File: src/rtl/wb_mem_slave_if.sv
// wb_mem_slave_if: Wishbone B.4 pipelined bus bundle between one master and the memory slave.
// Latency: none, wires only.
// Backpressure: stall_o from the slave holds the master's strobe; ack_o/err_o terminate in order.
interface wb_mem_slave_if #(
  parameter int ADDR_WIDTH = 16
);
  logic                  cyc_i;
  logic                  stb_i;
  logic                  we_i;
  logic [ADDR_WIDTH-1:0] adr_i;
  logic [1:0]            sel_i;
  logic [15:0]           dat_i;
  logic [15:0]           dat_o;
  logic                  ack_o;
  logic                  err_o;
  logic                  stall_o;

  modport master (
    output cyc_i, stb_i, we_i, adr_i, sel_i, dat_i,
    input  dat_o, ack_o, err_o, stall_o
  );

  modport slave (
    input  cyc_i, stb_i, we_i, adr_i, sel_i, dat_i,
    output dat_o, ack_o, err_o, stall_o
  );
endinterface

File: src/rtl/wb_mem_slave.sv
// wb_mem_slave: Wishbone B.4 pipelined slave over a 2**MEM_AW x 16-bit RAM (optional SLAVE_ERR_EN).
// Latency: fixed LATENCY cycles from accept edge to ACK/ERR, strictly in order.
// Backpressure: stall_o while MAX_OUT requests are outstanding; dropping cyc_i aborts all pending responses.
module wb_mem_slave #(
  parameter int ADDR_WIDTH = 16,
  parameter int MEM_AW     = 8,
  parameter int LATENCY    = 2,
  parameter int MAX_OUT    = 1
) (
  input  logic            clk_i,
  input  logic            reset_i,
  wb_mem_slave_if.slave   bus
);

  localparam int CNT_W = $clog2(LATENCY + 1);

  // out_cnt always equals the number of valid stages, so it can never exceed
  // LATENCY; a limit of LATENCY therefore never needs to stall the master.
  localparam bit LIMIT_ACTIVE = (MAX_OUT < LATENCY);

  typedef struct packed {
    logic        vld;
    logic        err;
    logic [15:0] dat;
  } rsp_t;

  logic [15:0]       mem [2**MEM_AW];
  rsp_t              stage [LATENCY];
  rsp_t              new_rsp;
  logic [CNT_W-1:0]  out_cnt;
  logic [MEM_AW-1:0] idx;
  logic              accept;
  logic              addr_err;
  logic              fin_vld;
  logic              fin_err;

  assign idx = bus.adr_i[MEM_AW-1:0];

`ifdef SLAVE_ERR_EN
  // Any upper address bit set points outside the RAM and earns an ERR.
  assign addr_err = |bus.adr_i[ADDR_WIDTH-1:MEM_AW];
`else
  // Upper address bits are don't-care: the RAM aliases across the whole space.
  logic unused_hi_adr;
  assign unused_hi_adr = ^bus.adr_i[ADDR_WIDTH-1:MEM_AW];
  assign addr_err      = 1'b0;
`endif

  // stall_o comes from registered state only, no path from stb_i.
  assign bus.stall_o = LIMIT_ACTIVE && (out_cnt == CNT_W'(MAX_OUT));
  assign accept      = bus.cyc_i & bus.stb_i & ~bus.stall_o;

  assign fin_vld = stage[LATENCY-1].vld;
  assign fin_err = stage[LATENCY-1].err;

  // Response for a request being accepted this cycle: read data sampled now,
  // so it reflects every write committed on earlier edges.
  always_comb begin
    new_rsp     = '0;
    new_rsp.vld = 1'b1;
    new_rsp.err = addr_err;
    if (!bus.we_i && !addr_err) begin
      new_rsp.dat = mem[idx];
    end
  end

  // RAM write port: byte lanes under sel_i, out-of-range writes suppressed; contents never reset.
  always_ff @(posedge clk_i) begin
    if (accept && bus.we_i && !addr_err) begin
      if (bus.sel_i[0]) mem[idx][7:0]  <= bus.dat_i[7:0];
      if (bus.sel_i[1]) mem[idx][15:8] <= bus.dat_i[15:8];
    end
  end

  // Response shift pipeline: stage 0 loads on accept, everything flushes on cycle abort.
  always_ff @(posedge clk_i or negedge reset_i) begin
    if (!reset_i) begin
      for (int i = 0; i < LATENCY; i++) stage[i] <= '0;
    end else if (!bus.cyc_i) begin
      for (int i = 0; i < LATENCY; i++) stage[i] <= '0;
    end else begin
      stage[0] <= accept ? new_rsp : '0;
      for (int i = 1; i < LATENCY; i++) stage[i] <= stage[i-1];
    end
  end

  // Outstanding count: +1 per accept, -1 as the final stage retires, cleared on abort.
  always_ff @(posedge clk_i or negedge reset_i) begin
    if (!reset_i) begin
      out_cnt <= '0;
    end else if (!bus.cyc_i) begin
      out_cnt <= '0;
    end else begin
      case ({accept, fin_vld})
        2'b10:   out_cnt <= out_cnt + CNT_W'(1);
        2'b01:   out_cnt <= out_cnt - CNT_W'(1);
        default: out_cnt <= out_cnt;
      endcase
    end
  end

  // Terminations are gated by cyc_i so nothing is signalled outside a bus cycle.
  assign bus.ack_o = bus.cyc_i & fin_vld & ~fin_err;
`ifdef SLAVE_ERR_EN
  assign bus.err_o = bus.cyc_i & fin_vld & fin_err;
`else
  assign bus.err_o = 1'b0;
`endif
  assign bus.dat_o = bus.ack_o ? stage[LATENCY-1].dat : 16'h0000;

endmodule

File: src/flat_wrapper.sv
// flat-port wrapper written by rule: the top's interface ports become plain ports
module wb_mem_slave_flat 
#(
  parameter int ADDR_WIDTH = 16,
  parameter int MEM_AW     = 8,
  parameter int LATENCY    = 2,
  parameter int MAX_OUT    = 1
)
  (clk_i, reset_i, bus_cyc_i, bus_stb_i, bus_we_i, bus_adr_i, bus_sel_i, bus_dat_i, bus_dat_o, bus_ack_o, bus_err_o, bus_stall_o);
  wb_mem_slave_if #(.ADDR_WIDTH(ADDR_WIDTH)) bus_i ();
  input  logic clk_i;
  input  logic reset_i;
  input wire logic [$bits(bus_i.cyc_i)-1:0] bus_cyc_i;
  input wire logic [$bits(bus_i.stb_i)-1:0] bus_stb_i;
  input wire logic [$bits(bus_i.we_i)-1:0] bus_we_i;
  input wire logic [$bits(bus_i.adr_i)-1:0] bus_adr_i;
  input wire logic [$bits(bus_i.sel_i)-1:0] bus_sel_i;
  input wire logic [$bits(bus_i.dat_i)-1:0] bus_dat_i;
  output wire logic [$bits(bus_i.dat_o)-1:0] bus_dat_o;
  output wire logic [$bits(bus_i.ack_o)-1:0] bus_ack_o;
  output wire logic [$bits(bus_i.err_o)-1:0] bus_err_o;
  output wire logic [$bits(bus_i.stall_o)-1:0] bus_stall_o;
  assign bus_i.cyc_i = bus_cyc_i;
  assign bus_i.stb_i = bus_stb_i;
  assign bus_i.we_i = bus_we_i;
  assign bus_i.adr_i = bus_adr_i;
  assign bus_i.sel_i = bus_sel_i;
  assign bus_i.dat_i = bus_dat_i;
  assign bus_dat_o = bus_i.dat_o;
  assign bus_ack_o = bus_i.ack_o;
  assign bus_err_o = bus_i.err_o;
  assign bus_stall_o = bus_i.stall_o;
  wb_mem_slave #(.ADDR_WIDTH(ADDR_WIDTH), .MEM_AW(MEM_AW), .LATENCY(LATENCY), .MAX_OUT(MAX_OUT)) u_core (.clk_i(clk_i), .reset_i(reset_i), .bus(bus_i));
endmodule
File: config.mk
export PLATFORM = sky130hd
export DESIGN_NAME = wb_mem_slave_flat
export DESIGN_NICKNAME = d
export VERILOG_FILES = /design/src/rtl/wb_mem_slave_if.sv /design/src/rtl/wb_mem_slave.sv /design/src/flat_wrapper.sv
export SDC_FILE = /design/constraint.sdc
export NUM_CORES = 2
export LEC_CHECK = 0
export BUFFER_PORTS_ARGS = -buffer_cell sky130_fd_sc_hd__buf_2
export CAP_MARGIN = 20
export CORE_MARGIN = 2
export CORE_UTILIZATION = 45
export CTS_CLUSTER_SIZE = 8
export DETAILED_ROUTE_END_ITERATION = 12
export PLACE_DENSITY = 0.65
export SYNTH_ARGS = -nofsm -noshare
export SYNTH_HDL_FRONTEND = slang
export SYNTH_SLANG_ARGS = --single-unit
File: constraint.sdc
create_clock -name clk_i -period 3.4 [get_ports clk_i]
set_clock_uncertainty 0.2 [all_clocks]
set_input_delay 0.68 -clock clk_i [delete_from_list [all_inputs] [get_ports clk_i]]
set_output_delay 0.68 -clock clk_i [all_outputs]
set_load 0.05 [all_outputs]
# --- Word-level counts from Yosys, hierarchy flattened ---
# Memory sizes are Yosys's and may differ from the RTL's.
# Index checks and enable logic that the tools add are counted.
classes:
  muxes: 12
  div_mod_pow: 0
  magnitude_cmp: 0
  n_eq_ne: 4
  n_reduce_logical: 1
  n_bitwise: 6
  add_sub_neg: 2
  shifts: 0
  n_mul: 0
op_table:
  columns: ["op", "n"]
  rows:
  - ["two-way mux 36 bit", 1]
  - ["two-way mux 16 bit", 2]
  - ["two-way mux 18 bit", 1]
  - ["two-way mux 1 bit", 6]
  - ["AND 1 bit", 4]
  - ["equality test 2 x 1 -> 1 bit, second input constant", 2]
  - ["case mux 2 bit (2 select lines)", 1]
  - ["inequality test 3 x 1 -> 1 bit, second input constant", 1]
  - ["adder 2 x 1 -> 2 bit, second input constant", 1]
  - ["equality test 2 bit, second input constant", 1]
  - ["two-way mux 2 bit", 1]
  - ["NOT 1 bit", 2]
  - ["subtractor 2 x 1 -> 2 bit, second input constant", 1]
  - ["logical AND 1 bit", 1]
totals:
  latch_bits: 0
  mem_count: 1
  mem_bits_rw: 4096
  ff_bits: 38
  rom_bits: 0
  out_inout_bits: 19
mem_list:
  columns: ["memory", "depth", "width", "rd", "rd_ports_with_merged_regs", "write_ports", "line", "text"]
  rows:
  - ["u_core.mem", 256, 16, 1, 0, 1, "wb_mem_slave.sv:27", "logic [15:0] mem [2**MEM_AW];"]

# --- Logic depth before layout (Yosys ltp) ---
depth:
  depth_word: 6
  mapped_depth: 12

# --- Least setup slack after synthesis ---
# No wires, ideal clock.
synth_path:
  path_type: "input to register"
  startpoint: "input bus_adr_i[0]"
  endpoint: "memory u_core.mem[255][10], enable pin"
  stages: 11
  setup_ps: 370
  t_required_ps: 2830
  path_slack_ps: 94
  t_arrival_ps: 2736
  cell_sequence: "buf_6 -> buf_6 -> buf_4 -> buf_6 -> buf_4 -> buf_4 -> nand4_1 -> inv_1 -> nand2_1 -> buf_2 -> nor2_1"
synth_rtl:
  columns: ["item", "line", "text"]
  rows:
  - ["start, declared", "flat_wrapper.sv:16", "input wire logic [$bits(bus_i.adr_i)-1:0] bus_adr_i;"]
  - ["end, declared", "wb_mem_slave.sv:27", null]
# Straight into the memory's write port.

# --- Worst setup path in the final report ---
layout_path:
  startpoint: "register u_core.out_cnt[0]"
  endpoint: "memory u_core.mem[188][10], enable pin"
layout_via:
  elab_chain_cells: 6
layout_lines:
  columns: ["item", "line", "text"]
  rows:
  - ["start, declared", "wb_mem_slave.sv:30", "logic [CNT_W-1:0] out_cnt;"]
  - ["start signal, assigned", "wb_mem_slave.sv:95", "2'b10: out_cnt <= out_cnt + CNT_W'(1);"]
  - ["start signal, assigned", "wb_mem_slave.sv:96", "2'b01: out_cnt <= out_cnt - CNT_W'(1);"]
  - ["start signal, assigned", "wb_mem_slave.sv:97", "default: out_cnt <= out_cnt;"]
  - ["equality test 2 x 1 -> 1 bit", "wb_mem_slave.sv:50", "assign bus.stall_o = LIMIT_ACTIVE && (out_cnt == CNT_W'(MAX_OUT));"]
  - ["NOT 1 bit", "wb_mem_slave.sv:51", "assign accept = bus.cyc_i & bus.stb_i & ~bus.stall_o;"]
  - ["AND 1 bit", "wb_mem_slave.sv:51", null]
  - ["logical AND 1 bit", "wb_mem_slave.sv:69", "if (accept && bus.we_i && !addr_err) begin"]
  - ["two-way mux 1 bit", "wb_mem_slave.sv:69", null]
  - ["two-way mux 1 bit (not written as such)", "wb_mem_slave.sv:71", "if (bus.sel_i[1]) mem[idx][15:8] <= bus.dat_i[15:8];"]
# No other way between the ends.

==> impl_results.md <==
* Worst EP required at 3.73 ns
* XOR/XNOR Fraction of Synth Area at 0.0110%
* Synth-to-Final Area Change at 19.6%
* Final setup margin at -0.000790 ns
* Io pins at 58
* Sink Count at 4132
* Die Y at 599 um
* Measured slew at the worst slew-check pin at 1.08 ns
* Power share of the clock group at 45.7%
* Synthesized flop and latch total at 4132
* Layout Nets at 9445
* Max Freq at 294 MHz
* DP Wirelength at 260 mm
* Power, Total at 112 mW
* CP Max Fanout at 16
* Post-layout min period at 3.40 ns
* Initial DRC count at 9440
* Port Buffers at 48
* Worst path bufs/invs at 3
* Post-Synth Adder-Cell Area at 0.00786%
* RSZ-0062 raised after global routing: true
* Starting Density at 45.2%
* Pwr/cell area at 590 mW/mm^2
* Final setup fails at 1
* Largest net degree at the start of global routing at 117
* Largest area contributor in the netlist: edfxtp_1
* GRT Util Overall at 22.6%
* DR pass1 iterations at 6
* Overflow after GRT at 0
* Fin. Hold Viols at 0
* Initial antenna violation count at 18
* Max-cap violation count at 0
* Clock buffer count from CTS at 590
* Post-synth EDFFs at 4096
* Mux share of post-synthesis cell area at 13.8%
* Synth warnings at 0
* LEAKAGE at 64.0 nW
* Status: finished with violations
* Worst Setup Start Kind: flip-flop
* Psw at 22.7 mW
* CTS tree: built
* Crit-path max cell delay at 0.67 ns
* Combinational group share of total power at 4.3%
* Syn nets at 8147
* First-pass GRT wire length at 593 mm
* Final ANT Viol Nets at 0
* Vias per cell at 5.92
* Die area at 0.359 sq mm
* Synth cell types at 48
* Final core utilization at 54.0%
* Worst-path cell chain: ha_1 -> or2_2 -> inv_1 -> and3_1 -> buf_12 -> nand4_1 -> buf_4 -> nor2_1
* Maximum buffer depth of the clock tree at 4
* Worst-Skew Late Latency at 0.93 ns
* Synth area leaders: edfxtp_1, mux4_2, mux2i_1
* Post-CTS Setup Bufs at 0
* H-Tree Depth at 6
* Worst-path clk slew at 0.05 ns
* Worst path arrival time at 3.73 ns
* Syn_area_per_cell at 19.6 sq um
* Predominant post-synthesis flop cell: edfxtp_1
* Core Area at 0.352 sq mm
* Violated checks: negative setup slack
* Share of layout cells above drive strength 1 at 26.4%
* Crit-path leading delay family: simple AND/OR/NAND/NOR gates
* Async set-or-reset flop fraction in the synthesized netlist at 0.871%
* Post-synthesis compound-gate area fraction at 3.99%
* Routed len/inst at 28.7 um
* Vias in the first global route at 86.9k
* Post-synth top area share at 77.2%
* Setup crit end kind: flip-flop
* # DRC at 0
* Crit path kind: reg -> reg
* GPL Wtd Cong at 0.870
* Slowest CP cell: nor2_1
* Cell with the most instances after synthesis: edfxtp_1
* Row count at 218
* Largest family of logic cells by synthesized area: multiplexers
* Synth Cell Area at 0.159 sq mm
* Sw Ratio at 20.2%
* Vias at 84.6k
* CTS Root Cell: clkbuf_16
* Flop pwr share at 50.0%
* Worst slew margin at 28.1%
* Final worst path period share at 100%
* Worst Hold Class: in -> reg
* Simple-gate portion of the synthesized area at 2.83%
* Part of the Yosys area used for sequential elements at 77.8%
* Internal power at 89.7 mW
* Die width at 599 um
* Slew Limit Fails at 0
* Fill count at 26.7k
* Detailed Route WL at 410 mm
* Max IR drop VDD at 0.597 mV
* Synth top cells by count: edfxtp_1, mux2i_1, nor2_1, mux4_2, o22ai_1
* Cells after Synth at 8107
==> path summary, 6_finish.rpt <==
kind,startpoint,endpoint,slack (ns),depth (start not counted)
max in group asynchronous,reset_i,u_core.stage[31],1.99,2
min in group asynchronous,reset_i,u_core.stage[14],0.27,2
worst max-delay path,u_core.out_cnt[0],u_core.mem[188][10],-0.0008,8
worst max register to register,u_core.out_cnt[0],u_core.mem[188][10],-0.0008,8
worst min register to register,u_core.stage[35],u_core.fin_vld,0.28,1
worst min-delay path,bus_dat_i[0],u_core.mem[38][0],0.02,1
==> cell usage in the layout, fill, tap and decap left out, types with 60 or more instances in the layout <==
cell	n
o22ai_1	258
buf_4	973
nand2_1	127
buf_12	189
a21oi_1	130
mux4_2	532
mux2i_1	925
or4_1	61
nor2_1	509
a22oi_1	168
a221oi_1	136
mux2_2	60
edfxtp_1	4096
a31oi_1	61
clkbuf_16	614
o21ai_0	121
nand3_1	68
==> cells by family after synthesis <==
family | count (synthesis)
DFF | 4132
other | 1
adders and majority gates | 1
muxes | 1517
and+or+nand+nor | 989
buffers and inverters | 515
xor gates and xnor gates | 2
AOI/OAI and AO/OA | 950
==> power groups by stage <==
stage,sequential (mW),combinational [mW],clock (mW)
after floorplan,57.1,2.24,0
after global placement,57.1,4.70,0
after detailed placement,57.1,4.81,0
after CTS,56.2,4.83,52.1
after global routing,56.1,5.07,54.2
final,56.2,4.83,51.4
==> timing repair <==
item,in CTS,in global routing
setup endpoints to repair,14,211
hold buffers,7,0
gates resized for setup,3,26
hold endpoints to repair,214,0
==> metal layers <==
layer / vias to the layer above / track usage (%) / share of wire, % / routed length (um)
li1: 35814 / - / - / -
met1: 44216 / 30.0 / 39 / 161000
met2: 3783 / 37.4 / 50 / 203000
met3: 760 / 3.80 / 7.4 / 30300
met4: 6 / 8.70 / 3.9 / 15800
met5: - / 0 / 0.0095 / 39
==> state kept, by name, summed over array words and instances, names as in the netlist <==
name            count
u_core.mem       4096
u_core.out_cnt      2
u_core.stage       33
u_core.fin_vld      1
==> area by class of cell <==
| class | count | area, sq um | share of cell area, % |
|---|---|---|---|
| antenna | 46 | 115 | 0.0604 |
| clock buffer | 660 | 15500 | 8.16 |
| clock inverter | 29 | 320 | 0.168 |
| inverter | 5 | 20.0 | 0.0105 |
| multi-input combinational | 3460 | 33100 | 17.4 |
| sequential | 4132 | 124000 | 65.1 |
| tap | 4730 | 5920 | 3.11 |
| timing repair buffer | 1216 | 11600 | 6.08 |
==> through the flow <==
step | setup WS [ns] | instances | hold WS (ns) | setup TNS, ns | cell area (sq um)
2_1_floorplan | 0.0939 | 8107 | 0.184 | 0 | 159000
3_3_place_gp | -0.712 | 13536 | 0.239 | -16.66 | 174000
3_5_place_dp | -0.712 | 13536 | 0.258 | -32.12 | 174000
4_1_cts | 0.0138 | 14232 | 0.00362 | 0 | 190000
5_1_grt | -0.0473 | 14275 | 0.0143 | -0.940 | 190000
6_report | -0.000790 | 14278 | 0.0188 | -0.000790 | 190000
No activity file was read; power rests on OpenSTA's default activity.
